[config.mk]
export PLATFORM = sky130hd
export DESIGN_NAME = sata_rx_prim_dec
export DESIGN_NICKNAME = d
export VERILOG_FILES = /design/src/rtl/sata_rx_prim_dec.sv
export SDC_FILE = /design/constraint.sdc
export NUM_CORES = 1
export LEC_CHECK = 0
export CAP_MARGIN = 40
export CORE_ASPECT_RATIO = 0.75
export CORE_MARGIN = 3
export CORE_UTILIZATION = 46
export DETAILED_ROUTE_END_ITERATION = 16
export GPL_TIMING_DRIVEN = 0
export PLACE_DENSITY_LB_ADDON = 0.1
export SKIP_CTS_REPAIR_TIMING = 1
export SYNTH_ARGS = -nofsm -noshare
export SYNTH_HDL_FRONTEND = slang
export SYNTH_SLANG_ARGS = --single-unit
[constraint.sdc]
create_clock -name clk_75m -period 2.7 [get_ports clk_75m]
set_input_delay 0.27 -clock clk_75m [delete_from_list [all_inputs] [get_ports clk_75m]]
set_output_delay 0.27 -clock clk_75m [all_outputs]
set_load 0.02 [all_outputs]
[src/rtl/sata_rx_prim_dec.sv]
// Receive-side SATA link-primitive decoder: classifies each dword as data or a named
// primitive, drops or reports ALIGN, and expands CONT-suppressed runs into repeats.
module sata_rx_prim_dec #(
  parameter int C_ALIGN_PASS  = 0,
  parameter int C_ALIGN_CNT_W = 8
) (
  input  logic                     clk_75m,
  input  logic                     host_rst,
  input  logic                     link_up,
  input  logic [31:0]              rxdata_fis,
  input  logic [3:0]               rxcharisk,
  output logic [31:0]              data_out,
  output logic                     data_valid,
  output logic [4:0]               prim_code,
  output logic                     prim_valid,
  output logic                     cont_active,
  output logic                     prim_err,
  output logic [C_ALIGN_CNT_W-1:0] align_cnt
);

  typedef enum logic {ST_NORM, ST_CONT} state_t;

  localparam logic [4:0] P_NONE  = 5'd0;
  localparam logic [4:0] P_ALIGN = 5'd1;
  localparam logic [4:0] P_CONT  = 5'd2;
  localparam logic [4:0] P_SOF   = 5'd9;
  localparam logic [4:0] P_EOF   = 5'd10;

  function automatic logic [4:0] decode_k(input logic [31:0] w);
    case (w)
      32'h7B4A4ABC: decode_k = 5'd1;
      32'h9999AA7C: decode_k = 5'd2;
      32'hB5B5957C: decode_k = 5'd3;
      32'h4A4A957C: decode_k = 5'd4;
      32'h5555B57C: decode_k = 5'd5;
      32'h3535B57C: decode_k = 5'd6;
      32'h5656B57C: decode_k = 5'd7;
      32'h5757B57C: decode_k = 5'd8;
      32'h3737B57C: decode_k = 5'd9;
      32'hD5D5B57C: decode_k = 5'd10;
      32'h5858B57C: decode_k = 5'd11;
      32'hD5D5AA7C: decode_k = 5'd12;
      32'h9595AA7C: decode_k = 5'd13;
      32'h1717B57C: decode_k = 5'd14;
      32'h7575957C: decode_k = 5'd15;
      32'h9595957C: decode_k = 5'd16;
      32'hF5F5957C: decode_k = 5'd17;
      32'h3636B57C: decode_k = 5'd18;
      default:      decode_k = P_NONE;
    endcase
  endfunction

  state_t                   state_q, state_d;
  logic [4:0]               last_prim_q, last_prim_d;
  logic [31:0]              data_out_d;
  logic                     data_valid_d, prim_valid_d, cont_active_d, prim_err_d;
  logic [4:0]               prim_code_d;
  logic [C_ALIGN_CNT_W-1:0] align_cnt_d, align_inc;
  logic [4:0]               word_code;
  logic                     is_data, is_prim, last_rep;

  assign word_code = decode_k(rxdata_fis);
  assign is_data   = (rxcharisk == 4'b0000);
  assign is_prim   = (rxcharisk == 4'b0001) && (word_code != P_NONE);
  // ALIGN, CONT, SOF, EOF and NONE can never be the subject of a CONT run.
  assign last_rep  = !(last_prim_q inside {P_NONE, P_ALIGN, P_CONT, P_SOF, P_EOF});
  assign align_inc = (&align_cnt) ? align_cnt : align_cnt + C_ALIGN_CNT_W'(1);

  always_comb begin
    state_d       = state_q;
    last_prim_d   = last_prim_q;
    data_out_d    = rxdata_fis;
    data_valid_d  = 1'b0;
    prim_valid_d  = 1'b0;
    prim_code_d   = P_NONE;
    cont_active_d = 1'b0;
    prim_err_d    = 1'b0;
    align_cnt_d   = align_cnt;
    case (state_q)
      ST_NORM: begin
        if (is_data) begin
          data_valid_d = 1'b1;
          last_prim_d  = P_NONE;
        end else if (is_prim && word_code == P_ALIGN) begin
          align_cnt_d = align_inc;
          if (C_ALIGN_PASS != 0) begin
            prim_valid_d = 1'b1;
            prim_code_d  = P_ALIGN;
          end
        end else if (is_prim && word_code == P_CONT) begin
          if (last_rep) begin
            state_d       = ST_CONT;
            prim_valid_d  = 1'b1;
            prim_code_d   = last_prim_q;
            cont_active_d = 1'b1;
          end else begin
            prim_err_d = 1'b1;
          end
        end else if (is_prim) begin
          prim_valid_d = 1'b1;
          prim_code_d  = word_code;
          last_prim_d  = word_code;
        end else begin
          prim_err_d = 1'b1;
        end
      end
      ST_CONT: begin
        // Scrambled filler and repeated CONTs both keep the expanded stream going.
        if (is_data || (is_prim && word_code == P_CONT)) begin
          prim_valid_d  = 1'b1;
          prim_code_d   = last_prim_q;
          cont_active_d = 1'b1;
        end else if (is_prim && word_code == P_ALIGN) begin
          align_cnt_d   = align_inc;
          prim_valid_d  = 1'b1;
          prim_code_d   = (C_ALIGN_PASS != 0) ? P_ALIGN : last_prim_q;
          cont_active_d = 1'b1;
        end else if (is_prim) begin
          state_d      = ST_NORM;
          prim_valid_d = 1'b1;
          prim_code_d  = word_code;
          last_prim_d  = word_code;
        end else begin
          state_d     = ST_NORM;
          prim_err_d  = 1'b1;
          last_prim_d = P_NONE;
        end
      end
      default: state_d = ST_NORM;
    endcase
  end

  // cont_active is the registered state and doubles as the FSM's visible state.
  always_ff @(posedge clk_75m) begin
    if (host_rst || !link_up) begin
      state_q     <= ST_NORM;
      last_prim_q <= P_NONE;
      data_out    <= '0;
      data_valid  <= 1'b0;
      prim_code   <= P_NONE;
      prim_valid  <= 1'b0;
      cont_active <= 1'b0;
      prim_err    <= 1'b0;
      align_cnt   <= '0;
    end else begin
      state_q     <= state_d;
      last_prim_q <= last_prim_d;
      data_out    <= data_out_d;
      data_valid  <= data_valid_d;
      prim_code   <= prim_code_d;
      prim_valid  <= prim_valid_d;
      cont_active <= cont_active_d;
      prim_err    <= prim_err_d;
      align_cnt   <= align_cnt_d;
    end
  end

endmodule

==> impl_metrics.tcl <==
set metrics [dict create \
    track_usage_pct 22.1 \
    worstPathMaxFanout 8 \
    finalPower_mw 1.62 \
    synthCells 294 \
    grt_setup_unrepaired "yes" \
    drt_pre_antenna_iters 6 \
    synth.avg_cell_area_um2 9.12 \
    hpwl_um 5580 \
    cp_data_arrival_time_ps 2840 \
    mostFrequentLayoutCell "clkdlybuf4s50_1" \
    synth-main-ff-cell "dfxtp_1" \
    critPathKind "primary input to flip-flop" \
    cts_buffer_depth 2 \
    required_ps 2910 \
    core_area_mm2 0.00550 \
    grt_max_degree 18 \
    cp_slowest_cell "clkdlybuf4s50_1" \
    final_core_util_pct 70.3 \
    slew_headroom_pct 55.2 \
    nets 432 \
    totalWireLength_um 7390 \
    ant_nets 0 \
    crit_family "compound AO/OA/AOI/OAI gates" \
    yosys_warnings 0 \
    min_period_ps 2630 \
    setup_viol_count_final 0 \
    drive_above_1_share_pct 11.2 \
    clk_latency_ps 310 \
    r2r_cells 4 \
    grt_pass1_wl_um 11900 \
    vias 2728 \
    status "complete, no violations" \
    routedWlPerCell_um 15.8 \
    h-tree-depth 2 \
    combPwrFrac_pct 13.4 \
    vias_per_cell 5.83 \
    worst_pin_slew_ps 667 \
    clkPwrFrac_pct 35.8 \
    vdd.ir_drop.worst_mv 0.254 \
    fin_crit_sh_pct 97.3 \
    cts_root_buf "clkbuf_8" \
    start_kind "primary input" \
    ys_async_sr_fraction_pct 0 \
    cts_buffers 5 \
    crit_chain "clkdlybuf4s50_1, and4bb_1, buf_2, nand4_1, a311oi_1, nor2_1, a41o_1, and4_1, a211o_1" \
    p_int_mw 1.23 \
    path_buf_inv 2 \
    synth_edf_count 0 \
    diodes 0 \
    leakagePower_nw 1.38 \
    path_depth 9 \
    ys_types 60 \
    die_x_um 94.1 \
    seq_power_share_pct 50.8 \
    clock.fmax_mhz 381 \
    layout_common_cells "clkdlybuf4s50_1 (85), dfxtp_1 (54), and2_1 (35)" \
    initial_core_util_pct 48.8 \
    rows 23 \
    grt_remaining_overflow 0 \
    grt_antenna_before_repair 0 \
    syn_area_mm2 0.00268 \
    p_sw_share_pct 23.7 \
    clock_sinks 54 \
    hold_viol_final 0 \
    synthesis.nets 334 \
    synth_seq_cells 54 \
    area_growth_pct 44.3 \
    p_sw_mw 0.382 \
    cts.clk_slew.worst_paths_ps 100 \
    skew_ps 5.22 \
    io_buffers 85 \
    dieHeight_um 72.1 \
    post-route-drc-count 0 \
    critPathCaptureType "flip-flop" \
    max_cap_violations 0 \
    grt_pass1_vias 2476 \
    place_congestion 0.983 \
    ys_seq_area_share_pct 40.3 \
    whs_path_depth 2 \
    pwr_density_cell_mw_per_mm2 418 \
    die_area_mm2 0.00679 \
    worstHoldPathType "primary input to flip-flop" \
    slew_viol_final 0 \
    cts_tree "done" \
    io_pins 88 \
    drtIter0Drc 191 \
    critPathMaxStageDelay_ps 520 \
]
## worst paths after layout
kind / start / end / slack [ps]
setup / recovery: rxdata_fis[29] / last_prim_q[4] / 70
hold / removal: rxdata_fis[22] / data_out[22] / 320
setup reg to reg: state_q / prim_code[0] / 940
hold reg to reg: align_cnt[5] / align_cnt[5] / 510
## cell usage after synthesis, drive strengths merged, types with 3 or more instances
master    n  area, um^2
clkbuf    8        30.0
xor2      4        35.0
nand2    22        82.6
nor3      8        55.1
nor4     11        90.1
nand2b    3        18.8
and4bb    6        75.1
and3      3        18.8
and2     35         219
and4      9        78.8
nor2     24        90.1
o21ai     8        40.0
a31oi     5        31.3
dfxtp    54        1080
nand4    15         106
or3       5        31.3
o2111ai   3        26.3
nand4bb   4        61.3
nand3     7        35.0
a21oi     8        40.0
buf       5        25.0
a31o      3        26.3
a41o      3        30.0
## area by class of cell
class,count,area [um^2]
flip-flops and latches,54,1080
multi-input cells,226,1620
well taps,75,93.8
fillers,450,1630
plain buffers,13,55.1
repair buffers,91,890
inverters,1,3.75
clock inverters,2,38.8
clock buffers,6,82.6
## through the flow
step	TNS (ps)	std cells	setup slack (ps)	cell area [um^2]	hold slack (ps)
final	0	468	72.2	3870	323
after detailed placement	-1940	455	-292	3630	492
after floorplan	0	294	536	2680	392
after global routing	-20.8	468	-20.8	3870	319
after global placement	-1930	454	-314	3620	486
after CTS	-12.8	463	-12.8	3750	317
## power by group through the flow
stage          clock network [mW]  registers, mW  logic [mW]
3_5_place_dp                    0          0.840       0.213
3_3_place_gp                    0          0.840       0.210
5_1_grt                     0.629          0.823       0.232
6_report                    0.578          0.821       0.217
2_1_floorplan                   0          0.866      0.0608
4_1_cts                     0.585          0.821       0.214
## flip-flops by register name, summed over array words and instances (netlist names)
register and count:
data_out 32, prim_valid 1, prim_code 5, data_valid 1
align_cnt 8, last_prim_q 5, state_q 1, prim_err 1
## routing by layer
layer	GRT usage (%)	wire [um]	vias up
li1	-	-	1313
met1	32.7	3560	1274
met2	32.3	3160	128
met3	4.77	574	13
met4	6.25	99	0
met5	0	0	-
## kinds of logic (layout without fill, tap and decap cells)
group,Yosys count,after routing,share of synthesized area [%]
multiplexers,2,2,0.747
AO/OA/AOI/OAI,54,54,14.9
buffers and inverters,14,113,2.19
AND/OR/NAND/NOR,163,163,39.4
flip-flops,54,54,40.3
adder cells (fa/ha/maj),1,1,0.467
XOR/XNOR,6,6,1.96
No activity file was read; power rests on OpenSTA's default activity.
